### config.mk
export PLATFORM = sky130hd
export DESIGN_NAME = led_shift_ctrl_flat
export DESIGN_NICKNAME = d
export VERILOG_FILES = /design/src/rtl/led_shift_ctrl_if.sv /design/src/rtl/led_shift_ctrl.sv /design/src/flat_wrapper.sv
export SDC_FILE = /design/constraint.sdc
export NUM_CORES = 1
export LEC_CHECK = 0
export CORE_MARGIN = 4
export CORE_UTILIZATION = 47
export DETAILED_ROUTE_END_ITERATION = 10
export PLACE_DENSITY = 0.72
export SLEW_MARGIN = 30
export SYNTH_ARGS = -nofsm -noshare
export SYNTH_HDL_FRONTEND = slang
export SYNTH_SLANG_ARGS = --single-unit
### constraint.sdc
create_clock -name clk -period 2.5 [get_ports clk]
set_clock_uncertainty 0.05 [all_clocks]
set_input_delay 0.375 -clock clk [delete_from_list [all_inputs] [get_ports clk]]
set_output_delay 0.375 -clock clk [all_outputs]
set_load 0.01 [all_outputs]
### src/rtl/led_shift_ctrl_if.sv
// Signal bundle between the divider-side controller and led_shift_ctrl.
// master drives the divided clock, enable and mode; slave returns the LED pattern.
interface led_shift_ctrl_if #(
    parameter int unsigned POS_W = 3
);
    localparam int unsigned W = 2 ** POS_W;

    logic             clk_div;
    logic             en;
    logic [1:0]       mode;
    logic [W-1:0]     led;
    logic [POS_W-1:0] pos;
    logic             dir;
    logic             tick;

    modport master (
        output clk_div, en, mode,
        input  led, pos, dir, tick
    );

    modport slave (
        input  clk_div, en, mode,
        output led, pos, dir, tick
    );
endinterface

### src/rtl/led_shift_ctrl.sv
// One-hot LED rotate/bounce driver stepped by rising edges of a divided clock.
// Define LED_SHIFT_SYNC_EN to add a two-flop synchronizer on clk_div (cross-domain use).
module led_shift_ctrl #(
    parameter int unsigned POS_W = 3
) (
    input  logic              clk,
    input  logic              rst,
    led_shift_ctrl_if.slave   bus
);
    localparam int unsigned W = 2 ** POS_W;

    typedef enum logic {
        DIR_UP = 1'b0,
        DIR_DN = 1'b1
    } dir_t;

    logic [W-1:0]     r_led;
    logic [POS_W-1:0] r_pos;
    dir_t             r_dir;
    logic             r_tick;
    logic             r_clk_div_d;
    logic             r_armed;

    logic [W-1:0]     w_led_nxt;
    logic [POS_W-1:0] w_pos_nxt;
    dir_t             w_dir_nxt;
    logic             w_clk_div_s;
    logic             w_step;
    logic             w_onehot;

`ifdef LED_SHIFT_SYNC_EN
    logic r_sync1;
    logic r_sync2;

    always_ff @(posedge clk) begin
        if (rst) begin
            r_sync1 <= 1'b0;
            r_sync2 <= 1'b0;
        end else begin
            r_sync1 <= bus.clk_div;
            r_sync2 <= r_sync1;
        end
    end

    assign w_clk_div_s = r_sync2;
`else
    assign w_clk_div_s = bus.clk_div;
`endif

    // r_armed keeps a clk_div level that is already high at reset release from counting as a rise
    assign w_step   = w_clk_div_s & ~r_clk_div_d & r_armed & bus.en;
    assign w_onehot = (r_led != '0) && ((r_led & (r_led - W'(1))) == '0);

    always_comb begin
        w_led_nxt = r_led;
        w_dir_nxt = r_dir;
        if (w_step) begin
            if (!w_onehot) begin
                w_led_nxt = W'(1);
                w_dir_nxt = DIR_UP;
            end else begin
                case (bus.mode)
                    2'b00: w_led_nxt = {r_led[W-2:0], r_led[W-1]};
                    2'b01: w_led_nxt = {r_led[0], r_led[W-1:1]};
                    2'b10: begin
                        if (r_dir == DIR_UP) begin
                            if (r_led[W-1]) begin
                                w_dir_nxt = DIR_DN;
                                w_led_nxt = r_led >> 1;
                            end else begin
                                w_led_nxt = r_led << 1;
                            end
                        end else begin
                            if (r_led[0]) begin
                                w_dir_nxt = DIR_UP;
                                w_led_nxt = r_led << 1;
                            end else begin
                                w_led_nxt = r_led >> 1;
                            end
                        end
                    end
                    default: w_led_nxt = r_led;
                endcase
            end
        end
    end

    always_comb begin
        w_pos_nxt = '0;
        for (int unsigned i = 0; i < W; i++) begin
            if (w_led_nxt[i]) begin
                w_pos_nxt = POS_W'(i);
            end
        end
    end

    always_ff @(posedge clk) begin
        if (rst) begin
            r_led       <= W'(1);
            r_pos       <= '0;
            r_dir       <= DIR_UP;
            r_tick      <= 1'b0;
            r_clk_div_d <= 1'b0;
            r_armed     <= ~w_clk_div_s;
        end else begin
            r_led       <= w_led_nxt;
            r_pos       <= w_pos_nxt;
            r_dir       <= w_dir_nxt;
            r_tick      <= w_step;
            r_clk_div_d <= w_clk_div_s;
            r_armed     <= r_armed | ~w_clk_div_s;
        end
    end

    assign bus.led  = r_led;
    assign bus.pos  = r_pos;
    assign bus.dir  = r_dir;
    assign bus.tick = r_tick;
endmodule

### src/flat_wrapper.sv
// flat-port wrapper written by rule: the top's interface ports become plain ports
module led_shift_ctrl_flat 
#(
    parameter int unsigned POS_W = 3
)
  (clk, rst, bus_clk_div, bus_en, bus_mode, bus_led, bus_pos, bus_dir, bus_tick);
  led_shift_ctrl_if #(.POS_W(POS_W)) bus_i ();
  input  logic clk;
  input  logic rst;
  input wire logic [$bits(bus_i.clk_div)-1:0] bus_clk_div;
  input wire logic [$bits(bus_i.en)-1:0] bus_en;
  input wire logic [$bits(bus_i.mode)-1:0] bus_mode;
  output wire logic [$bits(bus_i.led)-1:0] bus_led;
  output wire logic [$bits(bus_i.pos)-1:0] bus_pos;
  output wire logic [$bits(bus_i.dir)-1:0] bus_dir;
  output wire logic [$bits(bus_i.tick)-1:0] bus_tick;
  assign bus_i.clk_div = bus_clk_div;
  assign bus_i.en = bus_en;
  assign bus_i.mode = bus_mode;
  assign bus_led = bus_i.led;
  assign bus_pos = bus_i.pos;
  assign bus_dir = bus_i.dir;
  assign bus_tick = bus_i.tick;
  led_shift_ctrl #(.POS_W(POS_W)) u_core (.clk(clk), .rst(rst), .bus(bus_i));
endmodule
==> metrics.txt <==
# TYPE chip_impl_metric gauge
chip_impl_metric{name="nFillCells",unit=""} 220
chip_impl_metric{name="post_synth_inst_count",unit=""} 151
chip_impl_info{name="startpoint_type",value="flip-flop"} 1
chip_impl_metric{name="synth_compound_gate_area_share",unit="%"} 31.2
chip_impl_metric{name="finish.utilization",unit="%"} 62.7
chip_impl_metric{name="detailed_place.area",unit="um2"} 1370
chip_impl_metric{name="clock_path_buffers",unit=""} 2
chip_impl_metric{name="clock_sinks",unit=""} 15
chip_impl_metric{name="timing.final.crit_share",unit="%"} 94.6
chip_impl_info{name="synth.area.top_cells",value="sky130_fd_sc_hd__dfxtp_1, sky130_fd_sc_hd__o21ai_0, sky130_fd_sc_hd__nor2b_1, sky130_fd_sc_hd__a21oi_1, sky130_fd_sc_hd__nand2_1"} 1
chip_impl_metric{name="diodes",unit=""} 0
chip_impl_metric{name="yosys-mux-area-fraction",unit="%"} 5.56
chip_impl_metric{name="synth_nets",unit=""} 157
chip_impl_metric{name="multi_input_comb_area",unit="um2"} 734
chip_impl_metric{name="ff2ff_setup_slack",unit="ns"} 0.13
chip_impl_metric{name="htree_num_levels",unit=""} 1
chip_impl_info{name="result_of_the_run",value="finished, final reports clean"} 1
chip_impl_metric{name="clk_latency",unit="ns"} 0.29
chip_impl_info{name="tritoncts",value="yes"} 1
chip_impl_info{name="hold_path_class",value="reg -> reg"} 1
chip_impl_metric{name="synth_cell_type_count",unit=""} 44
chip_impl_metric{name="max_freq",unit="MHz"} 423
chip_impl_metric{name="ys_warnings",unit=""} 0
chip_impl_metric{name="grt_pass1_vias",unit=""} 1157
chip_impl_metric{name="routed-via-count",unit=""} 1202
chip_impl_metric{name="postSynth.asyncResetShare",unit="%"} 0
chip_impl_metric{name="total_leakage_power",unit="nW"} 0.533
chip_impl_metric{name="sequential_cell_area",unit="um2"} 300
chip_impl_metric{name="maximum_number_of_pins_on_one_net_before_global_route_repair",unit=""} 19
chip_impl_metric{name="yosysSeqAreaShare",unit="%"} 26.7
chip_impl_metric{name="finalWeightedCongestion",unit=""} 0.938
chip_impl_metric{name="critPathArrivalTime",unit="ns"} 2.53
chip_impl_metric{name="critPathMaxFanout",unit=""} 11
chip_impl_metric{name="vias_per_cell",unit=""} 6.01
chip_impl_metric{name="fin_hold_ws",unit="ns"} 0.437
chip_impl_info{name="most_instantiated_library_cell_after_synthesis",value="sky130_fd_sc_hd__dfxtp_1"} 1
chip_impl_metric{name="synth_edf_count",unit=""} 0
chip_impl_metric{name="grt_overflow_total",unit=""} 0
chip_impl_metric{name="timing_hold_violations_final",unit=""} 0
chip_impl_metric{name="powerDensity",unit="nW/um2"} 364
chip_impl_metric{name="period_minus_slack",unit="ns"} 2.37
chip_impl_info{name="min-delay-start",value="u_core.r_armed"} 1
chip_impl_metric{name="worst_setup_hold_path_clk_slew",unit="ns"} 0.09
chip_impl_metric{name="finalSetupViolations",unit=""} 0
chip_impl_metric{name="worstMarginPinSlew",unit="ns"} 0.525
chip_impl_metric{name="cts-buffers-inserted",unit=""} 3
chip_impl_metric{name="final_max_slew_viol_count",unit=""} 0
chip_impl_metric{name="floorplan.io_pins",unit=""} 19
chip_impl_metric{name="die_ar",unit="um2"} 3240
chip_impl_metric{name="first_pass_iters",unit=""} 4
chip_impl_info{name="unrepaired_setup_endpoints_after_global_routing",value="false"} 1
chip_impl_info{name="reg2reg_from",value="u_core.bus.led[1]"} 1
chip_impl_metric{name="design_area",unit="um2"} 1410
chip_impl_metric{name="post-layout-total-power",unit="uW"} 514
chip_impl_info{name="yosys_most_used_dff",value="sky130_fd_sc_hd__dfxtp_1"} 1
chip_impl_info{name="synth_top_family_by_area",value="compound AO/OA/AOI/OAI gates"} 1
chip_impl_metric{name="wirelength",unit="mm"} 3.08
chip_impl_metric{name="synth.top_cell.area_share",unit="%"} 26.7
chip_impl_metric{name="drt_iter0_drc",unit=""} 22
chip_impl_metric{name="synthesized_cell_area",unit="um2"} 1130
chip_impl_info{name="worst_setup_path_startpoint",value="u_core.bus.led[1]"} 1
chip_impl_metric{name="final_antenna_net_count",unit=""} 0
chip_impl_metric{name="fin_tns_setup",unit="ns"} 0
chip_impl_metric{name="ys_seq_elements",unit=""} 15
chip_impl_info{name="synth_area_leader_cell",value="sky130_fd_sc_hd__dfxtp_1"} 1
chip_impl_metric{name="initial_antenna_violation_count",unit=""} 0
chip_impl_metric{name="core",unit="um2"} 2250
chip_impl_metric{name="synthAdderAreaFrac",unit="%"} 0
chip_impl_metric{name="initial_core_util",unit="%"} 49.9
chip_impl_metric{name="remaining_drc_errors",unit=""} 0
chip_impl_metric{name="syn_to_final_growth",unit="%"} 25.4
chip_impl_metric{name="placement_rows",unit=""} 17
chip_impl_metric{name="slew_limit_headroom",unit="%"} 65.0
chip_impl_metric{name="floorplan.die.width",unit="um"} 57.0
chip_impl_metric{name="cap_violations",unit=""} 0
chip_impl_metric{name="post_synth_xor_area_fraction",unit="%"} 0
chip_impl_metric{name="grt_util_all_layers",unit="%"} 20.4
chip_impl_info{name="crit_type",value="reg -> reg"} 1
chip_impl_metric{name="buffers_added_on_ports",unit=""} 18
chip_impl_metric{name="dp_hpwl",unit="mm"} 2.33
chip_impl_metric{name="drive_gt1_share",unit="%"} 17.4
chip_impl_metric{name="final_nets",unit=""} 179
chip_impl_info{name="cts.root.buffer_cell",value="sky130_fd_sc_hd__clkbuf_4"} 1
chip_impl_metric{name="yosys.area_share.simple",unit="%"} 27.3
chip_impl_metric{name="die_h",unit="um"} 57.0
chip_impl_metric{name="grt_first_pass_wirelength",unit="mm"} 5.36
chip_impl_info{name="endpoint_kind",value="flip-flop"} 1
chip_impl_metric{name="required",unit="ns"} 2.67
chip_impl_metric{name="wl_per_cell",unit="um"} 15.4
chip_impl_metric{name="max-vdd-ir-drop",unit="uV"} 450
chip_impl_info{name="synth.top_cells.by_count",value="sky130_fd_sc_hd__dfxtp_1, sky130_fd_sc_hd__nand2_1, sky130_fd_sc_hd__o21ai_0"} 1
chip_impl_metric{name="postSynthAreaPerCell",unit="um2"} 7.46
-- worst paths after layout --
path         cells after the start                end
max                              7  u_core.bus.pos[0]
min                              2     u_core.r_armed
max reg2reg                      7  u_core.bus.pos[0]
min reg2reg                      2     u_core.r_armed
-- cells by family after synthesis --
kind of cell / count (synthesis)
multiplexers: 6
AND/OR/NAND/NOR: 56
flip-flops: 15
AO/OA/AOI/OAI: 51
buffers and inverters: 23
-- layer usage --
metal  part of all wire [%]  global-route usage, %  wire length, um  vias up
li1                       -                      -                -      591
met1                     45                   27.0             1370      561
met2                     48                   32.6             1470       43
met3                    5.7                   3.62              177        7
met4                    1.9                   8.28               57        0
met5                      0                      0                0        -
-- flip-flops by register name, indices dropped and copies added, names as in the netlist --
signal / cells
u_core.bus.led: 8
u_core.bus.pos: 3
u_core.bus.dir: 1
u_core.bus.tick: 1
u_core.r_armed: 1
u_core.r_clk_div_d: 1
-- what timing repair did --
action	CTS	global route
hold endpoints to repair	0	0
buffers inserted	0	0
resized for setup	0	2
endpoints found under the setup margin	0	8
hold buffers	0	0
-- cell type report --
class	instances	share of cell area [%]
inverter	8	2.13
sequential	15	21.3
clock inverter	1	0.354
timing repair buffer	32	20.2
clock buffer	3	1.59
tap	28	2.48
multi-input combinational	113	52.0
-- power breakdown --
group	internal, mW	total (mW)	switching [mW]
Sequential	0.246	0.252	0.00531
Combinational	0.0569	0.121	0.0644
Clock	0.0596	0.141	0.0818
-- through the flow --
stage          cells  worst slack, ns
2_1_floorplan    151           0.0909
3_3_place_gp     196           0.0811
3_5_place_dp     196           0.0400
4_1_cts          200           0.0472
5_1_grt          200           0.0214
6_report         200            0.134
-- cell usage in the layout (no fill, tap or decap), types with 3 or more instances in the layout --
master and count:
sky130_fd_sc_hd__clkdlybuf4s50_1 18, sky130_fd_sc_hd__dfxtp_1 15, sky130_fd_sc_hd__buf_4 14, sky130_fd_sc_hd__nand2_1 13, sky130_fd_sc_hd__o21ai_0 12, sky130_fd_sc_hd__nor2_1 10
sky130_fd_sc_hd__a21oi_1 10, sky130_fd_sc_hd__nor2b_1 9, sky130_fd_sc_hd__inv_1 8, sky130_fd_sc_hd__nand3_1 4, sky130_fd_sc_hd__a22oi_1 4, sky130_fd_sc_hd__mux2i_1 4
sky130_fd_sc_hd__clkbuf_4 3
-- worst max-delay path: stages (launching register included) --
cell and delay, ns:
sky130_fd_sc_hd__dfxtp_1 0.32, sky130_fd_sc_hd__or4_4 0.55, sky130_fd_sc_hd__or4_1 0.49, sky130_fd_sc_hd__nand3_1 0.11
sky130_fd_sc_hd__a41oi_2 0.11, sky130_fd_sc_hd__o41ai_2 0.41, sky130_fd_sc_hd__a31oi_1 0.11, sky130_fd_sc_hd__a21oi_1 0.14
No activity file was read; power rests on OpenSTA's default activity.
